File: src/rtl/usb_tx_arbiter_if.sv
// Handshake bundle between the packet sources, the tx arbiter and the EP6 FIFO write port.
// master = arbiter side, slave = sources/FIFO side.
interface usb_tx_arbiter_if #(
  parameter int N_SRC = 4
);
  logic [N_SRC-1:0]    src_req;
  logic [N_SRC-1:0]    src_empty;
  logic [16*N_SRC-1:0] src_data;
  logic [N_SRC-1:0]    src_last;
  logic [N_SRC-1:0]    src_re;
  logic [15:0]         dst_data;
  logic                dst_we;
  logic                dst_full;
  logic [N_SRC-1:0]    grant;
  logic                busy;
  logic                pkt_done;
  logic                trunc_err;

  modport master (
    input  src_req, src_empty, src_data, src_last, dst_full,
    output src_re, dst_data, dst_we, grant, busy, pkt_done, trunc_err
  );

  modport slave (
    output src_req, src_empty, src_data, src_last, dst_full,
    input  src_re, dst_data, dst_we, grant, busy, pkt_done, trunc_err
  );
endinterface

File: src/rtl/usb_tx_arbiter.sv
// Round-robin whole-packet arbiter feeding the EP6 FIFO; over-length packets are drained.
// Optional header word per packet when USB_TX_HDR_EN is defined.
module usb_tx_arbiter #(
  parameter int N_SRC     = 4,
  parameter int MAX_WORDS = 1024
) (
  input  logic              clk,
  input  logic              rst,
  usb_tx_arbiter_if.master  bus
);
  localparam int IW = (N_SRC > 1) ? $clog2(N_SRC) : 1;
  localparam int CW = $clog2(MAX_WORDS) + 1;
  localparam logic [CW-1:0] CNT_MAX = CW'(MAX_WORDS);

  typedef enum logic [2:0] {IDLE, HDR, XFER, DRAIN, GAP} state_t;

  state_t           state_reg, state_next;
  logic [N_SRC-1:0] grant_reg, grant_next;
  logic [IW-1:0]    gidx_reg, gidx_next;
  logic [IW-1:0]    last_grant_reg, last_grant_next;
  logic [CW-1:0]    cnt_reg, cnt_next;
  logic             busy_reg, pkt_done_reg, trunc_err_reg;
  logic             trunc_next;

  logic             pop, we;
  logic [15:0]      data_out;

  logic [15:0]      src_word [N_SRC];
  logic             head_empty, head_last;
  logic [15:0]      head_data;

  logic             req_found;
  logic [IW-1:0]    req_idx, cand;

  genvar gi;
  generate
    for (gi = 0; gi < N_SRC; gi++) begin : g_src
      assign src_word[gi]   = bus.src_data[16*gi +: 16];
      // Pops only ever reach the owner because grant_reg is one-hot.
      assign bus.src_re[gi] = pop && grant_reg[gi];
    end
  endgenerate

  assign head_empty = bus.src_empty[gidx_reg];
  assign head_last  = bus.src_last[gidx_reg];
  assign head_data  = src_word[gidx_reg];

  // First requester searching upward from last_grant+1, wrapping at N_SRC.
  always_comb begin
    req_found = 1'b0;
    req_idx   = '0;
    cand      = '0;
    for (int k = 1; k <= N_SRC; k++) begin
      cand = IW'((int'(last_grant_reg) + k) % N_SRC);
      if (!req_found && bus.src_req[cand]) begin
        req_found = 1'b1;
        req_idx   = cand;
      end
    end
  end

  always_comb begin
    state_next      = state_reg;
    grant_next      = grant_reg;
    gidx_next       = gidx_reg;
    last_grant_next = last_grant_reg;
    cnt_next        = cnt_reg;
    trunc_next      = 1'b0;
    pop             = 1'b0;
    we              = 1'b0;
    data_out        = '0;
    case (state_reg)
      IDLE: begin
        if (req_found) begin
          grant_next = N_SRC'(1) << req_idx;
          gidx_next  = req_idx;
          cnt_next   = '0;
`ifdef USB_TX_HDR_EN
          state_next = HDR;
`else
          state_next = XFER;
`endif
        end
      end
`ifdef USB_TX_HDR_EN
      HDR: begin
        if (!bus.dst_full) begin
          we         = 1'b1;
          data_out   = {4'hC, 4'(gidx_reg), 8'h00};
          state_next = XFER;
        end
      end
`endif
      XFER: begin
        if (!bus.dst_full && !head_empty) begin
          pop      = 1'b1;
          we       = 1'b1;
          data_out = head_data;
          cnt_next = (cnt_reg == CNT_MAX) ? cnt_reg : cnt_reg + CW'(1);
          if (head_last) begin
            state_next = GAP;
          end else if (cnt_next == CNT_MAX) begin
            state_next = DRAIN;
            trunc_next = 1'b1;
          end
        end
      end
      DRAIN: begin
        // Downstream fullness is irrelevant: nothing is written here.
        if (!head_empty) begin
          pop = 1'b1;
          if (head_last) state_next = GAP;
        end
      end
      GAP: begin
        last_grant_next = gidx_reg;
        grant_next      = '0;
        state_next      = IDLE;
      end
      default: state_next = IDLE;
    endcase
  end

  always_ff @(posedge clk) begin
    if (rst) begin
      state_reg      <= IDLE;
      grant_reg      <= '0;
      gidx_reg       <= '0;
      last_grant_reg <= IW'(N_SRC - 1);
      cnt_reg        <= '0;
      busy_reg       <= 1'b0;
      pkt_done_reg   <= 1'b0;
      trunc_err_reg  <= 1'b0;
    end else begin
      state_reg      <= state_next;
      grant_reg      <= grant_next;
      gidx_reg       <= gidx_next;
      last_grant_reg <= last_grant_next;
      cnt_reg        <= cnt_next;
      busy_reg       <= (state_next == HDR) || (state_next == XFER) || (state_next == DRAIN);
      pkt_done_reg   <= (state_next == GAP);
      trunc_err_reg  <= trunc_next;
    end
  end

  assign bus.dst_we    = we;
  assign bus.dst_data  = data_out;
  assign bus.grant     = grant_reg;
  assign bus.busy      = busy_reg;
  assign bus.pkt_done  = pkt_done_reg;
  assign bus.trunc_err = trunc_err_reg;
endmodule

File: src/flat_wrapper.sv
// flat-port wrapper written by rule: the top's interface ports become plain ports
module usb_tx_arbiter_flat 
#(
  parameter int N_SRC     = 4,
  parameter int MAX_WORDS = 1024
)
  (clk, rst, bus_src_req, bus_src_empty, bus_src_data, bus_src_last, bus_dst_full, bus_src_re, bus_dst_data, bus_dst_we, bus_grant, bus_busy, bus_pkt_done, bus_trunc_err);
  usb_tx_arbiter_if #(.N_SRC(N_SRC)) bus_i ();
  input  logic clk;
  input  logic rst;
  input wire logic [$bits(bus_i.src_req)-1:0] bus_src_req;
  input wire logic [$bits(bus_i.src_empty)-1:0] bus_src_empty;
  input wire logic [$bits(bus_i.src_data)-1:0] bus_src_data;
  input wire logic [$bits(bus_i.src_last)-1:0] bus_src_last;
  input wire logic [$bits(bus_i.dst_full)-1:0] bus_dst_full;
  output wire logic [$bits(bus_i.src_re)-1:0] bus_src_re;
  output wire logic [$bits(bus_i.dst_data)-1:0] bus_dst_data;
  output wire logic [$bits(bus_i.dst_we)-1:0] bus_dst_we;
  output wire logic [$bits(bus_i.grant)-1:0] bus_grant;
  output wire logic [$bits(bus_i.busy)-1:0] bus_busy;
  output wire logic [$bits(bus_i.pkt_done)-1:0] bus_pkt_done;
  output wire logic [$bits(bus_i.trunc_err)-1:0] bus_trunc_err;
  assign bus_i.src_req = bus_src_req;
  assign bus_i.src_empty = bus_src_empty;
  assign bus_i.src_data = bus_src_data;
  assign bus_i.src_last = bus_src_last;
  assign bus_i.dst_full = bus_dst_full;
  assign bus_src_re = bus_i.src_re;
  assign bus_dst_data = bus_i.dst_data;
  assign bus_dst_we = bus_i.dst_we;
  assign bus_grant = bus_i.grant;
  assign bus_busy = bus_i.busy;
  assign bus_pkt_done = bus_i.pkt_done;
  assign bus_trunc_err = bus_i.trunc_err;
  usb_tx_arbiter #(.N_SRC(N_SRC), .MAX_WORDS(MAX_WORDS)) u_core (.clk(clk), .rst(rst), .bus(bus_i));
endmodule
File: config.mk
export PLATFORM = sky130hd
export DESIGN_NAME = usb_tx_arbiter_flat
export DESIGN_NICKNAME = d
export VERILOG_FILES = /design/src/rtl/usb_tx_arbiter_if.sv /design/src/rtl/usb_tx_arbiter.sv /design/src/flat_wrapper.sv
export SDC_FILE = /design/constraint.sdc
export NUM_CORES = 1
export LEC_CHECK = 0
export CAP_MARGIN = 0
export CORE_MARGIN = 2
export CORE_UTILIZATION = 39
export CTS_CLUSTER_SIZE = 40
export DETAILED_ROUTE_END_ITERATION = 7
export PLACE_DENSITY = 0.81
export SLEW_MARGIN = 5
export SYNTH_ARGS = -nofsm -noshare
export SYNTH_HDL_FRONTEND = slang
export SYNTH_SLANG_ARGS = --single-unit
File: constraint.sdc
create_clock -name clk -period 2.75 [get_ports clk]
set_input_delay 0.275 -clock clk [delete_from_list [all_inputs] [get_ports clk]]
set_output_delay 0.275 -clock clk [all_outputs]
set_load 0.01 [all_outputs]
==> metrics.md <==
| Metric | Value |
|---|---|
| Outcome | completed |
| Clock Path Buffers | 2 |
| Drt total wl | 6160 um |
| DIE WIDTH | 74.3 um |
| Register area share after synthesis | 25.9% |
| Num rows | 25 |
| DRC viols | 0 |
| Initial core utilization | 40.6% |
| Crit share post-route | 97.9% |
| DRT iter0 DRCs | 129 |
| Placed cell area | 3070 um2 |
| Slew headroom | 41.5% |
| Sink Count | 25 |
| Register area | 500 um2 |
| Yosys cell types | 44 |
| Hold_buf cts | 0 |
| Sw Share | 29.3% |
| CTS Root Buffer Type | clkbuf_8 |
| Antenna cells | 0 |
| Combinational share of power | 39.9% |
| Max-Cap Viols | 0 |
| Post-synthesis cell count | 224 |
| Fin crit period | 2.69 ns |
| Count of final hold-check violations | 0 |
| GRT Total Usage | 23.6% |
| CTS tree | yes |
| Worst slew pin tran | 0.874 ns |
| Critical path class | in -> out |
| Mean Syn Cell Area | 8.61 um2 |
| Flop pwr share | 37.4% |
| Inst Count DP | 390 |
| Switching power | 305 uW |
| Cts bufs inserted | 3 |
| Post-Synthesis Net Count | 305 |
| Die area | 5530 um2 |
| CP Launch Type | primary input |
| Clk pin slew, worst setup/hold paths | 0.10 ns |
| Hold WC Path Type | reg -> reg |
| Pint | 736 uW |
| Critical path arrival | 2.42 ns |
| Worst skew pair latency | 0.28 ns |
| Yosys warns | 0 |
| Multi-input gate area | 1350 um2 |
| Core ar. | 4750 um2 |
| Synth Register Bits | 25 |
| Pre-CTS setup slack | -0.0619 ns |
| IO Pins | 107 |
| Largest cells by area after synthesis | dfxtp_1 26%, mux4_2 21%, and2_1 7.1% |
| Vias per cell | 5.39 |
| Global-route wire length before repair | 10000 um |
| Die Ht | 74.3 um |
| Reg2reg path depth | 6 |
| Final ANT Viol Nets | 0 |
| CP max stage delay | 0.54 ns |
| Final instance area | 3120 um2 |
| List of most frequent post-synthesis cells | 25 x dfxtp_1, 23 x nor2_1, 22 x and2_1, 20 x a21oi_1, 18 x mux4_2 |
| Max IR drop VDD | 0.000285 V |
| Worst setup EP type | output pin |
| # port buffers | 106 |
| Layout net count | 409 |
| Hold path depth | 2 |
| Initial antenna violation count | 0 |
| FFs w/ async S/R, synth | 0% |
| Post-route setup slack | 0.0575 ns |
| Max FFs per register | 11 |
| Hpwl dp | 4920 um |
| Clk network pwr share | 22.8% |
| Syn-to-layout area delta | 61.9% |
| Max Transition Viols Final | 0 |
| Final std cells w/o fill | 394 |
| Buffers & Inverters on Critical Path | 3 |
| Fmax | 371 MHz |
| RSZ-0062 raised after global routing | no |
| GPL Wtd Cong | 0.869 |
| Main synth FF type | dfxtp_1 |
| CP dominant cell by count | clkdlybuf4s50_1 |
| Post-synth EDFFs | 0 |
| Synthesized area | 1930 um2 |
| Pre-antenna DRT Iters | 4 |
| Number of global-route vias before repair | 2135 |
| CP top delay family | buffers and inverters |
| Slowest CP cell | clkdlybuf4s50_1 |
| Clock skew | 0.00317 ns |
| Pwr dens | 333 nW/um2 |
| Post-synth top area share | 25.9% |
| Largest net degree at the start of global routing | 26 |
| Most numerous cell in the Yosys netlist | dfxtp_1 |
| Synth area leader | dfxtp_1 |
| Final core utilization | 65.7% |
| Total number of vias | 2124 |
| Filler cell count in the final layout | 417 |
| WP data required | 2.48 ns |
| CTS HTree Levels | 1 |
| Share of layout cells above drive strength 1 | 9.79% |
| Worst-path cell chain | clkdlybuf4s50_1 > mux4_2 > or3_4 > inv_6 > and2_1 > clkdlybuf4s50_1 |
| Final setup fails | 0 |
| Drt wl/cell | 15.6 um |
| Lkg Pwr | 1.09 nW |
| Grt total ovfl | 0 |
| Crit-path max FO | 18 |
| Crit. path cell count | 6 |
[timing repair]
action / CTS / global route
gates resized for setup: 1 / 2
buffers inserted: 0 / 0
setup endpoints to repair: 16 / 16
[through the flow]
step,power [mW],TNS (ns),hold slack [ns]
2_1_floorplan,0.604,0,0.369
3_3_place_gp,0.802,-0.200,0.473
3_5_place_dp,0.809,-0.700,0.475
4_1_cts,1.05,0,0.491
5_1_grt,1.09,0,0.511
6_report,1.04,0,0.483
[logic make-up (layout without fill, tap and decap cells)]
kind of cell	Yosys count	in the layout	synth area share (%)
buf+inv	21	124	4.28
simple gates	101	101	28.5
compound gates	53	53	17.1
mux	20	20	22.0
xor+xnor	2	2	0.908
flops	25	25	25.9
fa+ha+maj	2	2	1.30
[layout by cell type, fill, tap and decap left out, types with 2 or more instances in the layout]
| master | instances |
|---|---|
| nand3_1 | 10 |
| dfxtp_1 | 25 |
| ha_1 | 2 |
| mux4_2 | 18 |
| inv_1 | 7 |
| and3b_1 | 2 |
| nor2_1 | 23 |
| nand2b_1 | 5 |
| o22ai_1 | 2 |
| a31oi_1 | 4 |
| nor3_1 | 7 |
| a311oi_1 | 2 |
| nand2_1 | 11 |
| nand3b_1 | 4 |
| a21oi_1 | 20 |
| nand4_1 | 2 |
| and2_1 | 22 |
| clkdlybuf4s50_1 | 106 |
| mux2i_1 | 2 |
| or4_1 | 3 |
| buf_4 | 6 |
| inv_6 | 2 |
| o21ai_0 | 10 |
| nor2b_1 | 2 |
| a211o_1 | 3 |
| a211oi_1 | 3 |
| clkbuf_8 | 3 |
| or3_1 | 2 |
| and3_1 | 3 |
[tightest hold or removal path: stages, from the launching register on]
cell and delay, ns:
dfxtp_1 0.33, nand3_1 0.06, a21oi_1 0.06
[per-layer routing]
layer / share of wire (%) / track usage [%]
met2: 55 / 44.4
met3: 4.0 / 3.66
met4: 1.3 / 4.96
met5: 0 / 0
met1: 40 / 28.4
[power by group through the flow]
stage,logic (mW),registers [mW],clock network [mW]
6_report,0.415,0.389,0.237
5_1_grt,0.450,0.391,0.252
4_1_cts,0.414,0.389,0.243
3_5_place_dp,0.412,0.397,0
3_3_place_gp,0.405,0.397,0
2_1_floorplan,0.207,0.398,0
[area by class of cell]
| class | count | share of cell area [%] |
|---|---|---|
| Clock buffer | 3 | 1.32 |
| Clock inverter | 1 | 0.280 |
| Inverter | 8 | 1.12 |
| Multi-Input combinational cell | 178 | 43.2 |
| Sequential cell | 25 | 16.0 |
| Tap cell | 67 | 2.68 |
| Timing Repair Buffer | 112 | 35.4 |
[final timing paths]
| path | startpoint | end | slack, ns |
|---|---|---|---|
| worst max-delay path | bus_src_empty[3] | bus_dst_data[10] | 0.06 |
| worst min-delay path | u_core.bus.grant[3] | u_core.bus.grant[3] | 0.48 |
| worst max register to register | u_core.gidx_reg[0] | u_core.state_reg[0] | 0.23 |
| worst min register to register | u_core.bus.grant[3] | u_core.bus.grant[3] | 0.48 |
(Power assumes the default switching activity.)
